[config.mk]
export PLATFORM = sky130hd
export DESIGN_NAME = uart_out_buffered
export DESIGN_NICKNAME = d
export VERILOG_FILES = /design/src/rtl/uart_out_buffered_pkg.sv /design/src/rtl/uart_out_fifo.sv /design/src/rtl/uart_out_buffered.sv
export SDC_FILE = /design/constraint.sdc
export NUM_CORES = 1
export LEC_CHECK = 0
export CAP_MARGIN = 5
export CORE_MARGIN = 5
export CORE_UTILIZATION = 50
export CTS_CLUSTER_SIZE = 12
export DETAILED_ROUTE_END_ITERATION = 7
export GPL_TIMING_DRIVEN = 0
export PLACE_DENSITY = 0.68
export SLEW_MARGIN = 30
export SYNTH_ARGS = -nofsm -noshare
export SYNTH_HDL_FRONTEND = slang
export SYNTH_SLANG_ARGS = --single-unit
[constraint.sdc]
create_clock -name clock -period 3.1 [get_ports clock]
set_clock_uncertainty 0.1 [all_clocks]
set_input_delay 0.62 -clock clock [delete_from_list [all_inputs] [get_ports clock]]
set_output_delay 0.62 -clock clock [all_outputs]
set_load 0.02 [all_outputs]
[src/rtl/uart_out_buffered_pkg.sv]
// Shared definitions for the buffered UART transmitter: state encodings,
// frame constants and the bit-period rounding helper used by both link ends.
package uart_out_buffered_pkg;

  localparam int DATA_BITS = 8;

  localparam logic [1:0] UART_TX_IDLE  = 2'd0;
  localparam logic [1:0] UART_TX_START = 2'd1;
  localparam logic [1:0] UART_TX_DATA  = 2'd2;
  localparam logic [1:0] UART_TX_STOP  = 2'd3;

  // Clocks per bit, rounded to the nearest integer.
  function automatic int bit_period(input int clock_hz, input int baud);
    return (clock_hz + baud / 2) / baud;
  endfunction

endpackage

[src/rtl/uart_out_fifo.sv]
// Single-clock FIFO with registered occupancy; the head entry is readable
// in the same cycle that empty is low.
module uart_out_fifo #(
  parameter int Depth = 4,
  parameter int Width = 8
) (
  input  logic                   clock,
  input  logic                   reset,
  input  logic                   push,
  input  logic [Width-1:0]       data_in,
  input  logic                   pop,
  output logic [Width-1:0]       data_out,
  output logic [$clog2(Depth):0] count,
  output logic                   full,
  output logic                   empty
);

  localparam int PtrW = $clog2(Depth);
  localparam logic [PtrW:0] CountFull = (PtrW + 1)'(Depth);

  logic [Width-1:0] mem [Depth];
  logic [PtrW-1:0]  wr_ptr;
  logic [PtrW-1:0]  rd_ptr;
  logic             do_push;
  logic             do_pop;

  assign do_push  = push && !full;
  assign do_pop   = pop && !empty;
  assign full     = (count == CountFull);
  assign empty    = (count == '0);
  assign data_out = mem[rd_ptr];

  // NOTE: storage carries no reset; the count gates every read, so stale
  // contents are never observed and the array maps onto plain RAM/regs.
  always_ff @(posedge clock) begin
    if (do_push) mem[wr_ptr] <= data_in;
  end

  // NOTE: all state updates are non-blocking so every flop samples the
  // pre-edge values, independent of statement order.
  always_ff @(posedge clock) begin
    if (reset) begin
      wr_ptr <= '0;
      rd_ptr <= '0;
      count  <= '0;
    end else begin
      if (do_push) wr_ptr <= wr_ptr + 1'b1;
      if (do_pop)  rd_ptr <= rd_ptr + 1'b1;
      case ({do_push, do_pop})
        2'b10:   count <= count + 1'b1;
        2'b01:   count <= count - 1'b1;
        default: count <= count;
      endcase
    end
  end

endmodule

[src/rtl/uart_out_buffered.sv]
// Buffered 8N1/8N2 UART transmitter: bytes enter a FIFO on a valid/ready
// handshake and leave LSB first on uart_tx with no gap between frames.
module uart_out_buffered
  import uart_out_buffered_pkg::*;
#(
  parameter int ClockFrequency = 12000000,
  parameter int BaudRate       = 9600,
  parameter int FifoDepth      = 4,
  parameter int StopBits       = 1
) (
  input  logic                       clock,
  input  logic                       reset,
  input  logic [7:0]                 in_data,
  input  logic                       in_valid,
  output logic                       in_ready,
  output logic                       uart_tx,
  output logic                       busy,
  output logic [$clog2(FifoDepth):0] fifo_count
);

  localparam int BitCount  = bit_period(ClockFrequency, BaudRate);
  localparam int StopCount = StopBits * BitCount;
  localparam int CntW      = $clog2(StopCount);
  localparam logic [CntW-1:0] BitReload  = CntW'(BitCount - 1);
  localparam logic [CntW-1:0] StopReload = CntW'(StopCount - 1);
  localparam logic [2:0]      LastIdx    = 3'(DATA_BITS - 1);

  if (BitCount < 2) begin : g_bad_count
    $error("uart_out_buffered: bit period below 2 clocks");
  end
  if (FifoDepth < 2 || (FifoDepth & (FifoDepth - 1)) != 0) begin : g_bad_depth
    $error("uart_out_buffered: FifoDepth must be a power of two >= 2");
  end
  if (StopBits != 1 && StopBits != 2) begin : g_bad_stop
    $error("uart_out_buffered: StopBits must be 1 or 2");
  end

  logic [1:0]           state;
  logic [CntW-1:0]      bit_cnt;
  logic [2:0]           bit_idx;
  logic [DATA_BITS-1:0] shifter;
  logic                 bit_end;
  logic                 ready_en;
  logic                 push;
  logic                 pop;
  logic [7:0]           fifo_data;
  logic                 fifo_full;
  logic                 fifo_empty;

  uart_out_fifo #(
    .Depth (FifoDepth),
    .Width (8)
  ) u_fifo (
    .clock    (clock),
    .reset    (reset),
    .push     (push),
    .data_in  (in_data),
    .pop      (pop),
    .data_out (fifo_data),
    .count    (fifo_count),
    .full     (fifo_full),
    .empty    (fifo_empty)
  );

  // Holds in_ready low through reset and the first cycle after release.
  always_ff @(posedge clock) begin
    if (reset) ready_en <= 1'b0;
    else       ready_en <= 1'b1;
  end

  assign in_ready = ready_en && !fifo_full;
  assign push     = in_valid && in_ready;
  assign bit_end  = (bit_cnt == '0);
  assign pop      = !fifo_empty &&
                    ((state == UART_TX_IDLE) || (state == UART_TX_STOP && bit_end));
  assign busy     = (state != UART_TX_IDLE) || (fifo_count != '0);

  always_ff @(posedge clock) begin
    if (reset) begin
      state   <= UART_TX_IDLE;
      uart_tx <= 1'b1;
      bit_cnt <= '0;
      bit_idx <= '0;
      shifter <= '0;
    end else begin
      case (state)
        UART_TX_IDLE: begin
          uart_tx <= 1'b1;
          if (!fifo_empty) begin
            shifter <= fifo_data;
            uart_tx <= 1'b0;
            bit_cnt <= BitReload;
            state   <= UART_TX_START;
          end
        end
        UART_TX_START: begin
          if (bit_end) begin
            uart_tx <= shifter[0];
            bit_idx <= '0;
            bit_cnt <= BitReload;
            state   <= UART_TX_DATA;
          end else begin
            bit_cnt <= bit_cnt - 1'b1;
          end
        end
        UART_TX_DATA: begin
          if (!bit_end) begin
            bit_cnt <= bit_cnt - 1'b1;
          end else if (bit_idx == LastIdx) begin
            uart_tx <= 1'b1;
            bit_cnt <= StopReload;
            state   <= UART_TX_STOP;
          end else begin
            shifter <= shifter >> 1;
            uart_tx <= shifter[1];
            bit_idx <= bit_idx + 1'b1;
            bit_cnt <= BitReload;
          end
        end
        UART_TX_STOP: begin
          if (!bit_end) begin
            bit_cnt <= bit_cnt - 1'b1;
          end else if (!fifo_empty) begin
            // Chain straight into the next start bit: frames stay contiguous.
            shifter <= fifo_data;
            uart_tx <= 1'b0;
            bit_cnt <= BitReload;
            state   <= UART_TX_START;
          end else begin
            state <= UART_TX_IDLE;
          end
        end
        default: state <= UART_TX_IDLE;
      endcase
    end
  end

endmodule

==> out/qor.yml, run 1 <==
status:
  status: "complete, no violations"
placement:
  io_buffers: 15
  hpwl_mm: 4.363
  routabilityCongestion: 0.8069
  preCtsSetupSlack_ns: -0.07278
cts:
  cts_buffers: 9
  clkTransAtPathRegs_ns: 0.08
  clk_path_buf_depth: 2
  cts_num_sinks: 67
  clkLatencyLatePin_ns: 0.35
  cts-root-buf: "clkbuf_8"
  cts_hold_buffers: 0
  htreeDepth: 3
  post-cts-setup-buffers: 0
  cts_tree: "done"
cells_and_area:
  diodes: 0
  fin_nets: 329
  drive_gt1_share_pct: 13.96
  area_growth_pct: 14.56
floorplanning:
  ios: 17
  fp.dieW_um: 90.06
  fp-row-count: 29
  dieArea_um2: 8110
  coreArea_um2: 6277
  die_h_um: 90.06
  initial_core_util_pct: 51.05
sta:
  final.min_clock_period_ns: 2.927
  rsz0062_at_grt: "false"
  finalSetupTns_ns: 0
  worst_pin_slew_ns: 0.8892
  fmax_mhz: 341.7
  slew_headroom_pct: 40.27
  fin_crit_sh_pct: 94.40
  hold_viol_final: 0
  setup_viol: 0
  fin_ws_ns: 0.1735
  maxSlewViolCount: 0
grt:
  grt_pass1_vias: 2136
  grt_remaining_overflow: 0
  antenna_found_initial: 0
  grt_pass1_wl_mm: 10.47
  grtUsageTotal_pct: 16.14
  grt_max_degree: 14
worst_setup_path:
  worstPathArrival_ns: 2.21
  start_kind: "register"
  worstPathRequired_ns: 2.38
  cp_cell_sequence: "nor3_1, nand2_1, clkdlybuf4s50_1"
  crit_type: "register to primary output"
  cpPeakStageDelay_ns: 0.75
  crit_family: "simple AND/OR/NAND/NOR gates"
  cp-end-kind: "primary output"
  cp_slowest_cell: "nor3_1"
  critPathMaxFanout: 8
  cp_num_buf_inv: 1
yosys:
  netlist_instances: 277
  ys.flop_type: "dfxtp_1"
  async_reset_ff_share_pct: 0
  synth_area_um2: 3204
  ys_seq_elements: 67
  yosysUniqueCellTypes: 60
  synth_edf_count: 32
  yosysSeqAreaShare_pct: 51.85
  ys_warn_count: 0
  syn_avg_cell_area_um2: 11.57
  syn-num-nets: 303
routing:
  routed_wl_mm: 6.174
  avgViaCountPerCell: 5.818
  vias: 2240
  wl_per_cell_um: 16.04
  drc: 0
  dr.pass1.iters: 4
  dr.first_iter.drc_count: 138
  route.antenna.remaining_nets: 0
pwr:
  ir_drop_mv: 0.5274
  p_leak_uw: 0.001349
  p_per_area_nw_per_um2: 975.0
flow_run:
  max_cap_viol_count: 0
worst_hold_path:
  hold_path.class: "register to register"
==> worst register-to-register path: stages (launching register included) <==
cell,delay (ns)
dfxtp_1,0.39
nor4_2,0.57
a41oi_1,0.32
nor2_1,0.18
ha_1,0.19
inv_1,0.06
fa_1,0.38
xor2_1,0.18
or3_1,0.30
a21oi_1,0.14
==> through the flow <==
stage | cells | util, % | area [um2] | hold WS [ns] | total power, uW
6_report | 385 | 58.48 | 3671 | 0.3770 | 3579
5_1_grt | 385 | 58.48 | 3671 | 0.4123 | 3864
3_5_place_dp | 369 | 54.97 | 3451 | 0.3632 | 2821
4_1_cts | 385 | 58.34 | 3662 | 0.3739 | 3573
3_3_place_gp | 369 | 54.97 | 3451 | 0.3570 | 2799
2_1_floorplan | 277 | - | 3204 | 0.3492 | 2424
==> cells by family after synthesis <==
logic type | count (synthesis) | share of synthesized area, %
compound gates | 73 | 15.31
simple gates | 71 | 12.96
flops | 67 | 51.85
buf+inv | 28 | 3.631
mux | 18 | 8.786
fa+ha+maj | 15 | 6.091
xor+xnor | 5 | 1.367
==> flip-flops by register name, indices dropped and copies added, names as in the netlist, named ones only <==
name           flops
bit_cnt           11
bit_idx            3
ready_en           1
shifter            8
state              2
u_fifo.count       3
u_fifo.mem        32
u_fifo.rd_ptr      2
u_fifo.wr_ptr      2
uart_tx            1
==> metal layers <==
metal / track usage, % / vias up / share of wire (%)
met5: 0 / - / 0
met4: 6.700 / 0 / 2.2
met3: 4.841 / 12 / 5.4
met2: 24.94 / 60 / 46
met1: 21.11 / 1056 / 46
li1: - / 1112 / -
==> path summary, 6_finish.rpt <==
check | from | cells past startpoint | slack, ns | to
hold / removal | shifter[4] | 2 | 0.38 | shifter[4]
setup reg to reg | bit_cnt[4] | 9 | 0.23 | u_fifo.count[2]
setup / recovery | u_fifo.count[0] | 3 | 0.17 | busy
hold reg to reg | shifter[4] | 2 | 0.38 | shifter[4]
==> Yosys cell counts, types with 4 or more instances <==
| cell type | n | area [um2] |
|---|---|---|
| ha_1 | 14 | 175.2 |
| mux4_2 | 8 | 180.2 |
| and3_1 | 7 | 43.79 |
| or3_1 | 12 | 75.07 |
| nor4_1 | 4 | 25.02 |
| a21oi_1 | 20 | 100.1 |
| mux2i_1 | 9 | 90.09 |
| edfxtp_1 | 32 | 960.9 |
| dfxtp_1 | 35 | 700.7 |
| clkbuf_1 | 9 | 33.78 |
| nand2_1 | 7 | 26.28 |
| inv_1 | 13 | 48.80 |
| o21ai_0 | 18 | 90.09 |
| o211ai_1 | 4 | 30.03 |
| nor2_1 | 14 | 52.55 |
==> layout by cell type (no fill, tap or decap), types with 4 or more instances in the layout <==
cell             instances
o211ai_1                 4
a21oi_1                 20
mux4_2                   8
mux2i_1                  9
ha_1                    14
or3_1                   12
o21ai_0                 18
nand2_1                  7
inv_1                   13
and3_1                   7
edfxtp_1                32
nor2_1                  14
dfxtp_1                 35
clkbuf_1                 9
clkdlybuf4s50_1         15
clkbuf_8                 9
==> power by group <==
part | switching, uW | leakage (uW) | internal, uW | total (uW)
logic | 934 | 0.000678 | 696 | 1630
registers | 133 | 0.000577 | 1080 | 1220
clock network | 359 | 0.0000939 | 375 | 734
total | 1430 | 0.00135 | 2150 | 3580
==> final cells by class <==
type	instances	area, um2
Multi-Input combinational cell	182	1448
Fill cell	536	2606
Tap cell	77	96.34
Clock inverter	7	75.07
Timing Repair Buffer	15	150.1
Buffer	15	67.56
Sequential cell	67	1662
Clock buffer	9	123.9
Inverter	13	48.80
==> repair_timing <==
| item | 4_1_cts | 5_1_grt |
|---|---|---|
| resized for setup | 2 | 1 |
| endpoints found under the hold margin | 0 | 0 |
| setup endpoints to repair | 1 | 1 |
| pin swaps | 0 | 0 |
No activity file was read; power rests on OpenSTA's default activity.
==> run 2: changes to the inputs <==
Settings changed: GPL_ROUTABILITY_DRIVEN set to 0.
==> results of run 2 <==
No change in the layout: final DEF, timing and power equal those of run 1.
